$ cat src/rtl/sc_sample_accum_pkg.sv
// Shared types and helpers for the sample accumulator.
package sc_pkg;

  // Controller phases: collecting samples, or holding a finished sum for the consumer.
  typedef enum logic {
    SC_ACCUM = 1'b0,
    SC_HOLD  = 1'b1
  } sc_state_t;

  // Working width of the zero-extension helper; callers cast the result down to their sum width.
  localparam int unsigned SC_ZEXT_W = 32;

  // Keep only the low 'width' bits of a sample so that the upper sum bits are guaranteed zero.
  function automatic logic [SC_ZEXT_W-1:0] sc_zext(input logic [SC_ZEXT_W-1:0] sample,
                                                  input int unsigned           width);
    logic [SC_ZEXT_W-1:0] keep_mask;
    if (width >= SC_ZEXT_W) begin
      keep_mask = '1;
    end else begin
      keep_mask = (SC_ZEXT_W'(1) << width) - SC_ZEXT_W'(1);
    end
    return sample & keep_mask;
  endfunction

endpackage

$ cat src/rtl/sc_sample_accum_fifo.sv
// Small synchronous FIFO: per-entry storage registers, wrapping pointers and an occupancy count.
// The head entry is read combinationally so a pop can consume it at the same edge.
module sc_sync_fifo #(
  parameter int unsigned WIDTH = 4,
  parameter int unsigned DEPTH = 4
) (
  input  logic                         clk,
  input  logic                         rst_n,
  input  logic                         clr,
  input  logic                         push,
  input  logic                         pop,
  input  logic [WIDTH-1:0]             wdata,
  output logic [WIDTH-1:0]             rdata,
  output logic [$clog2(DEPTH+1)-1:0]   level,
  output logic                         full,
  output logic                         empty
);

  localparam int unsigned PW = $clog2(DEPTH);
  localparam int unsigned LW = $clog2(DEPTH+1);

  logic [PW-1:0]    wr_ptr_q;
  logic [PW-1:0]    rd_ptr_q;
  logic [LW-1:0]    level_q;
  logic [WIDTH-1:0] entry_rd [DEPTH];
  logic             push_ok;
  logic             pop_ok;

  assign full    = (level_q == LW'(DEPTH));
  assign empty   = (level_q == '0);
  assign push_ok = push && !full;
  assign pop_ok  = pop && !empty;
  assign level   = level_q;
  assign rdata   = entry_rd[rd_ptr_q];

  // One storage register per entry; each captures write data only when the write pointer selects it.
  for (genvar gi = 0; gi < DEPTH; gi++) begin : g_entry
    logic [WIDTH-1:0] entry_q;

    // Capture the pushed sample into this entry.
    always_ff @(posedge clk) begin : p_entry_wr
      if (push_ok && (wr_ptr_q == PW'(gi))) begin
        entry_q <= wdata;
      end
    end

    assign entry_rd[gi] = entry_q;
  end

  // Pointer and occupancy bookkeeping; clear and reset empty the FIFO without touching storage.
  always_ff @(posedge clk) begin : p_ptrs
    if (!rst_n || clr) begin
      wr_ptr_q <= '0;
      rd_ptr_q <= '0;
      level_q  <= '0;
    end else begin
      if (push_ok) begin
        wr_ptr_q <= wr_ptr_q + PW'(1);
      end
      if (pop_ok) begin
        rd_ptr_q <= rd_ptr_q + PW'(1);
      end
      case ({push_ok, pop_ok})
        2'b10:   level_q <= level_q + LW'(1);
        2'b01:   level_q <= level_q - LW'(1);
        default: level_q <= level_q;
      endcase
    end
  end

endmodule

$ cat src/rtl/sc_sample_accum.sv
// Buffers unsigned samples in a FIFO, sums every COUNT of them and offers each sum on a
// valid/ready output. While a sum is waiting the FIFO keeps filling but nothing is popped.
module sc_sample_accum #(
  parameter int unsigned WIDTH = 4,
  parameter int unsigned DEPTH = 4,
  parameter int unsigned COUNT = 4
) (
  input  logic                              clk,
  input  logic                              rst_n,
  input  logic                              flush,
  input  logic                              in_valid,
  input  logic [WIDTH-1:0]                  in_data,
  output logic                              in_ready,
  output logic                              out_valid,
  output logic [WIDTH+$clog2(COUNT)-1:0]    out_sum,
  input  logic                              out_ready,
  output logic [$clog2(DEPTH+1)-1:0]        fifo_level
);

  import sc_pkg::*;

  localparam int unsigned SUMW = WIDTH + $clog2(COUNT);
  localparam int unsigned CW   = $clog2(COUNT);

  sc_state_t        state_q;
  logic [SUMW-1:0]  acc_q;
  logic [CW-1:0]    cnt_q;
  logic             out_valid_q;
  logic [SUMW-1:0]  out_sum_q;

  logic             fifo_push;
  logic             fifo_pop;
  logic [WIDTH-1:0] fifo_rdata;
  logic             fifo_full;
  logic             fifo_empty;
  logic [SUMW-1:0]  head_ext;
  logic [SUMW-1:0]  acc_plus_head;

  // Inputs are refused during reset and flush so a flush can never race a new sample in.
  assign in_ready  = rst_n && !flush && !fifo_full;
  assign fifo_push = in_valid && in_ready;
  assign fifo_pop  = rst_n && !flush && (state_q == SC_ACCUM) && !fifo_empty;

  assign head_ext      = SUMW'(sc_zext(32'(fifo_rdata), WIDTH));
  assign acc_plus_head = acc_q + head_ext;

  assign out_valid = out_valid_q;
  assign out_sum   = out_sum_q;

  sc_sync_fifo #(
    .WIDTH (WIDTH),
    .DEPTH (DEPTH)
  ) u_fifo (
    .clk   (clk),
    .rst_n (rst_n),
    .clr   (flush),
    .push  (fifo_push),
    .pop   (fifo_pop),
    .wdata (in_data),
    .rdata (fifo_rdata),
    .level (fifo_level),
    .full  (fifo_full),
    .empty (fifo_empty)
  );

  // Accumulate popped samples, publish every COUNT-th total and hold it until the consumer takes it.
  always_ff @(posedge clk) begin : p_ctrl
    if (!rst_n || flush) begin
      state_q     <= SC_ACCUM;
      acc_q       <= '0;
      cnt_q       <= '0;
      out_valid_q <= 1'b0;
      out_sum_q   <= '0;
    end else begin
      case (state_q)
        SC_ACCUM: begin
          if (fifo_pop) begin
            if (cnt_q == CW'(COUNT-1)) begin
              out_sum_q   <= acc_plus_head;
              out_valid_q <= 1'b1;
              acc_q       <= '0;
              cnt_q       <= '0;
              state_q     <= SC_HOLD;
            end else begin
              acc_q <= acc_plus_head;
              cnt_q <= cnt_q + CW'(1);
            end
          end
        end
        SC_HOLD: begin
          if (out_valid_q && out_ready) begin
            out_valid_q <= 1'b0;
            state_q     <= SC_ACCUM;
          end
        end
        default: state_q <= SC_ACCUM;
      endcase
    end
  end

endmodule

$ cat config.mk
export PLATFORM = sky130hd
export DESIGN_NAME = sc_sample_accum
export DESIGN_NICKNAME = d
export VERILOG_FILES = /design/src/rtl/sc_sample_accum_pkg.sv /design/src/rtl/sc_sample_accum_fifo.sv /design/src/rtl/sc_sample_accum.sv
export SDC_FILE = /design/constraint.sdc
export NUM_CORES = 1
export LEC_CHECK = 0
export CAP_MARGIN = 20
export CORE_ASPECT_RATIO = 0.5
export CORE_MARGIN = 2
export CORE_UTILIZATION = 55
export DETAILED_ROUTE_END_ITERATION = 8
export PLACE_DENSITY_LB_ADDON = 0.05
export SLEW_MARGIN = 15
export SYNTH_ARGS = -nofsm -noshare
export SYNTH_HDL_FRONTEND = slang
export SYNTH_SLANG_ARGS = --single-unit
$ cat constraint.sdc
create_clock -name clk -period 3.3 [get_ports clk]
set_clock_uncertainty 0.15 [all_clocks]
set_input_delay 0.66 -clock clk [delete_from_list [all_inputs] [get_ports clk]]
set_output_delay 0.66 -clock clk [all_outputs]
set_load 0.01 [all_outputs]
**Word-level counts from Yosys, hierarchy flattened**

Cells that the tools add are included.

- Register bits after elaboration: 39
- Input port bits: 9
- Output and inout port bits: 11
- Logic and storage cells: 68

- $add $sub $neg: 6
- Order comparisons: 1
- Equality and inequality tests: 10
- Multiplexer cells: 14
- Bitwise logic cells: 2
- Reductions and logical operators: 23

Operator list:

| kind | count |
|---|---|
| logical AND 1 bit | 12 |
| binary-select mux 4 bit (select 2 bit) | 1 |
| equality test 2 bit (second input constant) | 4 |
| two-way mux 4 bit | 2 |
| adder 2 x 1 -> 2 bit (second input constant) | 3 |
| adder 6 x 4 -> 6 bit | 1 |
| two-way mux 1 bit | 6 |
| two-way mux 6 bit | 1 |
| inequality test 2 x 1 -> 1 bit (second input constant) | 3 |
| one-hot mux 3 bit (2 select lines) | 1 |
| AND reduction 3 bit | 2 |
| equality test 2 x 1 -> 1 bit (second input constant) | 2 |
| zero test 1 bit | 4 |
| one-hot mux 1 bit (2 select lines) | 2 |
| adder 3 x 1 -> 3 bit (second input constant) | 1 |
| equality test 3 bit (second input constant) | 1 |
| >= comparator 3 bit (second input constant) | 1 |
| zero test 3 bit | 1 |
| NOT 2 -> 3 bit | 1 |
| subtractor 3 x 1 -> 3 bit (second input constant) | 1 |
| zero test 2 bit | 1 |
| two-way mux 2 bit | 1 |
| AND reduction 2 bit | 1 |
| nonzero test 2 bit | 1 |
| 2 further kinds | 2 |

**Depth between registers and ports, before layout**

Gate-level depths: netlist of run 1.

- Depth after elaboration: 7
- Depth in mapped cells: 9
- Mapped depth without buffers: 9

**Cells and area by module**

Synthesis of run 1 repeated with hierarchy kept, for this count alone.

- Cells, all modules: 165
- Area total of the unflattened synthesis: 1,810.5 sq um

By module, submodules not included:

| module | instances | cells each | area each (sq um) | sequential area each (sq um) |
|---|---|---|---|---|
| sc_sync_fifo | 1 | 73 | 1,011.0 | 620.6 |
| sc_sample_accum | 1 | 92 | 799.5 | 320.3 |

**Worst setup path after synthesis of run 1**

OpenSTA, ideal clock, no wires.

- Path type: reg-to-reg
- Start: register u_fifo.rd_ptr_q[0]
- End: register acc_q[5]
- Library setup time: 0.074 ns
- Arrival time: 2.467 ns
- Data required time: 3.076 ns
- Path slack: 0.609 ns
- Cell stages (with the launch flop): 8
- Buffers on the path: 1
- Clock period less this slack: 2.691 ns
- Cells stage by stage: dfxtp_1 -> clkbuf_1 -> mux4_2 -> ha_1 -> and3_1 -> a221o_1 -> or3b_1 -> a31oi_1

- Longest elaborated chain between the ends: 6

RTL lines:

| element | RTL line | text |
|---|---|---|
| from (decl) | sc_sample_accum_fifo.sv:23 | `logic [PW-1:0] rd_ptr_q;` |
| from (signal assigned) | sc_sample_accum_fifo.sv:61 | `rd_ptr_q <= rd_ptr_q + PW'(1);` |
| NOT 2 -> 3 bit (not written as such) | sc_sample_accum_fifo.sv:34 | `assign rdata = entry_rd[rd_ptr_q];` |
| binary-select mux 4 bit (select 2 bit) | sc_sample_accum_fifo.sv:34 |  |
| two-way mux 4 bit (not written as such) (2 in series) | sc_sample_accum_fifo.sv:34 |  |
| adder 6 x 4 -> 6 bit | sc_sample_accum.sv:45 | `assign acc_plus_head = acc_q + head_ext;` |
| two-way mux 6 bit | sc_sample_accum.sv:78 | `if (cnt_q == CW'(COUNT-1)) begin` |
| to (signal assigned) | sc_sample_accum.sv:85 | `acc_q <= acc_plus_head;` |
| to (decl) | sc_sample_accum.sv:26 | `logic [SUMW-1:0] acc_q;` |

No other way between the ends. The select of a mux whose other input is x is not followed.
A chain may end at the register's enable or synchronous reset.

**Worst setup path after layout of run 1**

- Start: input port flush
- End: output port in_ready

- Longest elaborated chain between the ends: 3

RTL lines:

| element | RTL line | text |
|---|---|---|
| from (decl) | sc_sample_accum.sv:10 | `input logic flush,` |
| zero test 1 bit | sc_sample_accum.sv:40 | `assign in_ready = rst_n && !flush && !fifo_full;` |
| logical AND 1 bit (2 in series) | sc_sample_accum.sv:40 |  |
| to (decl) | sc_sample_accum.sv:13 | `output logic in_ready,` |

No other way between the ends.

==> out/metrics.yaml, run 1 <==
pwr:
  irDropWorstVdd_v: 0.0003085
  seqPwrFrac_pct: 49.7
  cellLeakagePower_nw: 0.7503
  power_frac_clock_pct: 46.4
  p_per_area_nw_per_um2: 469.8
  sw_frac_of_total_pct: 18.86
  combPwrFrac_pct: 4.0
  finalPower_mw: 1.017
  p_int_mw: 0.8255
  p_switching_mw: 0.1919
synthesis:
  async_reset_ff_share_pct: 0
  post-synth-top-area-cell: "edfxtp_1"
  synth_commonest_cells: "23 x dfxtp_1, 16 x edfxtp_1, 14 x a21oi_1, 14 x nand2_1"
  synth_area_leaders: "edfxtp_1 27%, dfxtp_1 26%, ha_1 7.0%"
  syn_inst: 160
  netlist_area_um2: 1782
  synth.net_count: 181
  ys_types: 33
  ys_ff_latch: 39
  synth_top_area_share_pct: 26.97
  yosysWarnings: 0
  synth_most_common_cell: "dfxtp_1"
  ys_seq_area_share_pct: 52.81
  ys.flop_type: "dfxtp_1"
  synth.avg_cell_area_um2: 11.14
  synth_edf_count: 16
final_layout:
  fin_util_pct: 71.06
  stdcell_area_um2: 2166
  num_antenna_cells: 0
  drive_gt1_share_pct: 10.22
  layoutNonFillerInstCount: 226
  syn_to_final_growth_pct: 21.56
  nets: 206
routing:
  routed-wl-met3_um: 158
  via_per_inst: 5.487
  totalWireLength_mm: 3.288
  wire_per_inst_um: 14.55
  dr_wl_met2_mm: 1.480
  wl_met1_mm: 1.637
  highest_layer: "met4"
  ant_nets: 0
  drtPass1Iterations: 4
  drc_errors: 0
  vias: 1240
  drt_iter0_markers: 63
placement:
  portBuffers: 19
  dp_slack_ns: 0.1523
  dp.cells: 218
  place_area_um2: 2033
  globalplace.congestion: 0.7644
  place_hpwl_mm: 2.330
critical_path:
  worst_setup_path_end_kind: "primary output"
  cp.arrival_ns: 2.18
  critPathLaunchType: "input port"
  critPathMaxFanout: 20
  r2r_start: "u_fifo.rd_ptr_q[0]$_SDFFE_PP0P_"
  worst-setup-path-type: "input port to primary output"
  critical_path_required_ns: 2.49
  reg2reg_setup_slack_ns: 0.57
  regToRegEndpoint: "acc_q[5]$_SDFFE_PP0P_"
  critPathLaunch: "flush"
  reg2reg_depth: 6
grt:
  grt_pass1_vias: 1228
  grt_use_total_pct: 19.47
  grt_max_degree: 21
  grt_pass1_wl_mm: 5.485
  antenna_found_initial: 0
  globalRouteOverflowTotal: 0
timing:
  hold_viol: 0
  finalCritPeriodShare_pct: 90.59
  drv_slew: 0
  fin_tns_setup_ns: 0
  layout_setup_ws_ns: 0.3105
  finalSetupViolCount: 0
  min_period_ns: 2.990
  relSlewSlack_pct: 67.26
  holdWs_ns: 0.3072
  rsz0062_at_grt: "false"
  fmax_ghz: 0.3345
  worstMarginPinSlew_ns: 0.4902
floorplanning:
  fp.dieArea_um2: 3738
  initial_utilization_pct: 58.46
  fp.dieH_um: 44.25
  io_pins: 20
  core_area_um2: 3048
  die_w_um: 84.49
  num_rows: 14
cts:
  clock-sinks: 39
  cts-buffers-inserted: 5
  clk_latency_ns: 0.29
  hold_buffers: 0
  cts_tree: "yes"
  cts-root-buf: "clkbuf_8"
  cts_htree_levels: 2
  cts_setup_buffers: 0
  clk_path_buf_depth: 2
  cts_resized: 0
  clk_pin_slew_worst_paths_ns: 0.07
min_path:
  holdPathEnd: "out_sum[0]$_SDFFE_PP0P_"
  hold_class: "flop to flop"
  hold_path.startpoint: "out_sum[0]$_SDFFE_PP0P_"
  worstHoldPathCells: 2
flow_run:
  cap_violations: 0
outcome:
  status: "finished clean"
layer usage:
| layer | up-vias | track usage [%] |
|---|---|---|
| met5 | - | 0 |
| met4 | 0 | 5.714 |
| met3 | 2 | 6.343 |
| met2 | 27 | 30.87 |
| met1 | 598 | 26.30 |
| li1 | 613 | - |
worst max path at each step:
stage,to,slack (ns),depth (start not counted)
finish,in_ready,0.31,5
global route,in_ready,0.21,5
CTS,in_ready,0.30,5
detailed placement,u_fifo.level[2]$_SDFFE_PP0P_,0.15,11
global placement,u_fifo.level[2]$_SDFFE_PP0P_,0.21,11
floorplan,acc_q[5]$_SDFFE_PP0P_,0.61,7
critical path, cell delays in order:
cell and delay [ns]:
clkdlybuf4s50_1 0.43, nand2b_1 0.19, buf_4 0.22, a21oi_1 0.13
clkdlybuf4s50_1 0.55
area by class of cell:
cell class	count	area, um^2
flip-flops and latches	39	940.9
fillers	228	882.1
multi-input cells	104	777.0
repair buffers	23	220.2
clock buffers	6	72.57
clock inverters	2	60.06
well taps	40	50.05
inverters	12	45.04
cell families (layout without fill, tap and decap cells):
family	count (synthesis)	after routing	synth area share [%]
buf+inv	17	43	3.581
simple gates	52	52	15.17
compound gates	26	26	9.059
fa+ha+maj	12	12	9.270
xor+xnor	9	9	4.424
mux	5	5	5.688
flops	39	39	52.81
cell usage in the layout (no fill, tap or decap), drive strengths merged:
cell | synthesis | final
xor2 | 5 | 5
clkbuf | 5 | 6
mux4 | 4 | 4
o31ai | 3 | 3
a31oi | 1 | 1
a21oi | 14 | 14
nor2 | 11 | 11
nand4b | 1 | 1
ha | 10 | 10
o21ai | 3 | 3
nor2b | 1 | 1
nand2 | 14 | 14
nand2b | 2 | 2
clkdlybuf4s50 | 0 | 19
nor3 | 1 | 1
a21o | 1 | 1
a311oi | 2 | 2
inv | 12 | 12
and2 | 4 | 4
and4bb | 1 | 1
dfxtp | 23 | 23
and3 | 2 | 2
nand3b | 1 | 1
fa | 2 | 2
nand3 | 7 | 7
a211oi | 1 | 1
a221o | 1 | 1
bufinv | 0 | 2
xnor2 | 4 | 4
buf | 0 | 4
or3 | 6 | 6
edfxtp | 16 | 16
mux2 | 1 | 1
or3b | 1 | 1
sequential cells by signal, summed over array words and instances, names as in the netlist:
register                flops
out_sum                     6
u_fifo.wr_ptr_q             2
state_q                     1
u_fifo.g_entry.entry_q     16
u_fifo.rd_ptr_q             2
acc_q                       6
cnt_q                       2
u_fifo.level                3
out_valid                   1
power by group through the flow:
stage,logic [mW],clock network [mW],registers (mW)
final,0.0403,0.472,0.505
after global routing,0.0448,0.494,0.506
after CTS,0.0406,0.475,0.505
after detailed placement,0.0402,0,0.517
after global placement,0.0392,0,0.516
after floorplan,0.0195,0,0.516
No activity file was read; power rests on OpenSTA's default activity.
==> run 2, diff against run 1 <==
- CORE_ASPECT_RATIO: 0.5 -> 1.5
==> out/metrics.yaml, run 2 (synthesized netlist as in run 1, its figures left out) <==
grt:
  grt_pass1_wl_mm: 5.043  # was 5.485 mm
  grt_max_degree: 21  # unchanged
  grt_use_total_pct: 19.23  # was 19.47%
  globalRouteOverflowTotal: 0  # unchanged
  antenna_found_initial: 0  # unchanged
  grt_pass1_vias: 1139  # was 1228
placement:
  place_hpwl_mm: 2.253  # was 2.330 mm
  portBuffers: 19  # unchanged
  globalplace.congestion: 0.7610  # was 0.7644
  dp_slack_ns: 0.1187  # was 0.1523 ns
final_layout:
  num-fill-cells: 255  # was 228
  final_common_cell: "dfxtp_1"  # unchanged
  largest_register_ffs: 16  # unchanged
  multi_input_area_um2: 777.0  # unchanged
  final_cell_mix: "23 x dfxtp_1, 19 x clkdlybuf4s50_1, 16 x edfxtp_1, 14 x a21oi_1, 14 x nand2_1"  # unchanged
  syn_to_final_growth_pct: 18.19  # was 21.56%
  largest-register: "u_fifo.g_entry.entry_q"  # unchanged
  drive_gt1_share_pct: 8.649  # was 10.22%
  seq_area_um2: 940.9  # unchanged
  nets: 205  # was 206
  num_antenna_cells: 0  # unchanged
routing:
  drc_errors: 0  # unchanged
  via_per_inst: 5.391  # was 5.487
  totalWireLength_mm: 2.966  # was 3.288 mm
  vias: 1213  # was 1240
  drtPass1Iterations: 4  # unchanged
  wire_per_inst_um: 13.18  # was 14.55 um
  drt_iter0_markers: 20  # was 63
  ant_nets: 0  # unchanged
timing:
  finalCritPeriodShare_pct: 89.64  # was 90.59%
  relSlewSlack_pct: 72.76  # was 67.26%
  rsz0062_at_grt: "false"  # unchanged
  fin_tns_setup_ns: 0  # unchanged
  finalSetupViolCount: 0  # unchanged
  fmax_ghz: 0.3381  # was 0.3345 GHz
  layout_setup_ws_ns: 0.3419  # was 0.3105 ns
  worstMarginPinSlew_ns: 0.4078  # was 0.4902 ns
  drv_slew: 0  # unchanged
  min_period_ns: 2.958  # was 2.990 ns
  hold_viol: 0  # unchanged
  holdWs_ns: 0.3069  # was 0.3072 ns
cts:
  clk_path_buf_depth: 2  # unchanged
  cts_tree: "yes"  # unchanged
  hold_buffers: 0  # unchanged
  cts_htree_levels: 2  # unchanged
  clk_latency_ns: 0.29  # about the same
  clock-sinks: 39  # unchanged
  clk_pin_slew_worst_paths_ns: 0.07  # about the same
  cts-root-buf: "clkbuf_8"  # unchanged
  cts_setup_buffers: 0  # unchanged
  cts-buffers-inserted: 5  # unchanged
  cts_resized: 0  # unchanged
critical_path:
  slowest_stage: "clkdlybuf4s50_1"  # unchanged
  cpPeakStageDelay_ns: 0.55  # about the same
  critPathMaxFanout: 20  # unchanged
  crit_family: "buffers and inverters"  # unchanged
  worst_setup_path_end_kind: "primary output"  # unchanged
  cp.arrival_ns: 2.15  # was 2.18 ns
  critical_path_required_ns: 2.49  # about the same
  path_cells: "clkdlybuf4s50_1 -> nand2b_1 -> buf_4 -> a21oi_1 -> clkdlybuf4s50_1"  # unchanged
  critPathLaunchType: "input port"  # unchanged
  crit_buf_inv: 3  # unchanged
  worst-setup-path-type: "input port to primary output"  # unchanged
  cp_common_cell: "clkdlybuf4s50_1"  # unchanged
outcome:
  status: "finished clean"  # unchanged
floorplanning:
  io_pins: 20  # unchanged
  fp.dieArea_um2: 3720  # was 3738 um^2
  die_w_um: 50.47  # was 84.49 um
  num_rows: 25  # was 14
  fp.dieH_um: 73.71  # was 44.25 um
  initial_utilization_pct: 56.96  # was 58.46%
  core_area_um2: 3128  # was 3048 um^2
flow_run:
  cap_violations: 0  # unchanged
pwr:
  cellLeakagePower_nw: 0.7197  # was 0.7503 nW
  irDropWorstVdd_v: 0.0003237  # was 0.0003085 V
  p_per_area_nw_per_um2: 398.2  # was 469.8 nW/um^2
min_path:
  hold_class: "flop to flop"  # unchanged
## run 2: changes by cell type in the layout (fill, tap and decap cells not counted), sizes merged
cell    delta
clkinv     +2
buf        -1
bufinv     -2
## run 2: worst register-to-register path: stages, from the launching register on
cell and delay [ns]:
dfxtp_1 0.55, mux4_2 0.56, ha_1 0.34, and3_1 0.20
a221o_1 0.36, or3b_1 0.36, a31oi_1 0.16
## run 2: stage by stage
| stage | power [mW] | area (um^2) | cells | utilization [%] |
|---|---|---|---|---|
| 6_report | 0.8385 | 2106 | 225 | 67.32 |
| 5_1_grt | 0.8785 | 2106 | 225 | 67.32 |
| 4_1_cts | 0.8473 | 2106 | 225 | 67.32 |
| 3_5_place_dp | 0.5555 | 2026 | 217 | 64.76 |
| 3_3_place_gp | 0.5540 | 2026 | 217 | 64.76 |
| 2_1_floorplan | 0.5357 | 1782 | 160 | - |
## run 2: layout make-up
type / instances / share of cell area [%]
clock buffer: 6 / 3.446
inverter: 12 / 2.139
tap: 40 / 2.377
clock inverter: 2 / 0.3565
timing repair buffer: 22 / 10.10
multi-input combinational: 104 / 36.90
sequential: 39 / 44.68
## run 2: where the power goes
part	leakage (nW)	total, mW	switching (mW)	internal, mW
Sequential	0.330	0.506	0.00171	0.504
Combinational	0.350	0.0388	0.0192	0.0196
Clock	0.0403	0.294	0.150	0.144
## run 2: worst paths after layout
path                                                       from                       to  slack, ns  cells after the start
worst max-delay path                                      flush                 in_ready       0.34                      5
worst min-delay path                    out_sum[0]$_SDFFE_PP0P_  out_sum[0]$_SDFFE_PP0P_       0.31                      2
worst max register to register  u_fifo.rd_ptr_q[0]$_SDFFE_PP0P_    acc_q[5]$_SDFFE_PP0P_       0.54                      6
worst min register to register          out_sum[0]$_SDFFE_PP0P_  out_sum[0]$_SDFFE_PP0P_       0.31                      2
## run 2: layer usage
metal	wire, um	vias to the layer above	track usage, %
li1	-	612	-
met1	1113	571	19.35
met2	1659	24	33.92
met3	131	6	6.098
met4	61	0	12.01
met5	0	-	0
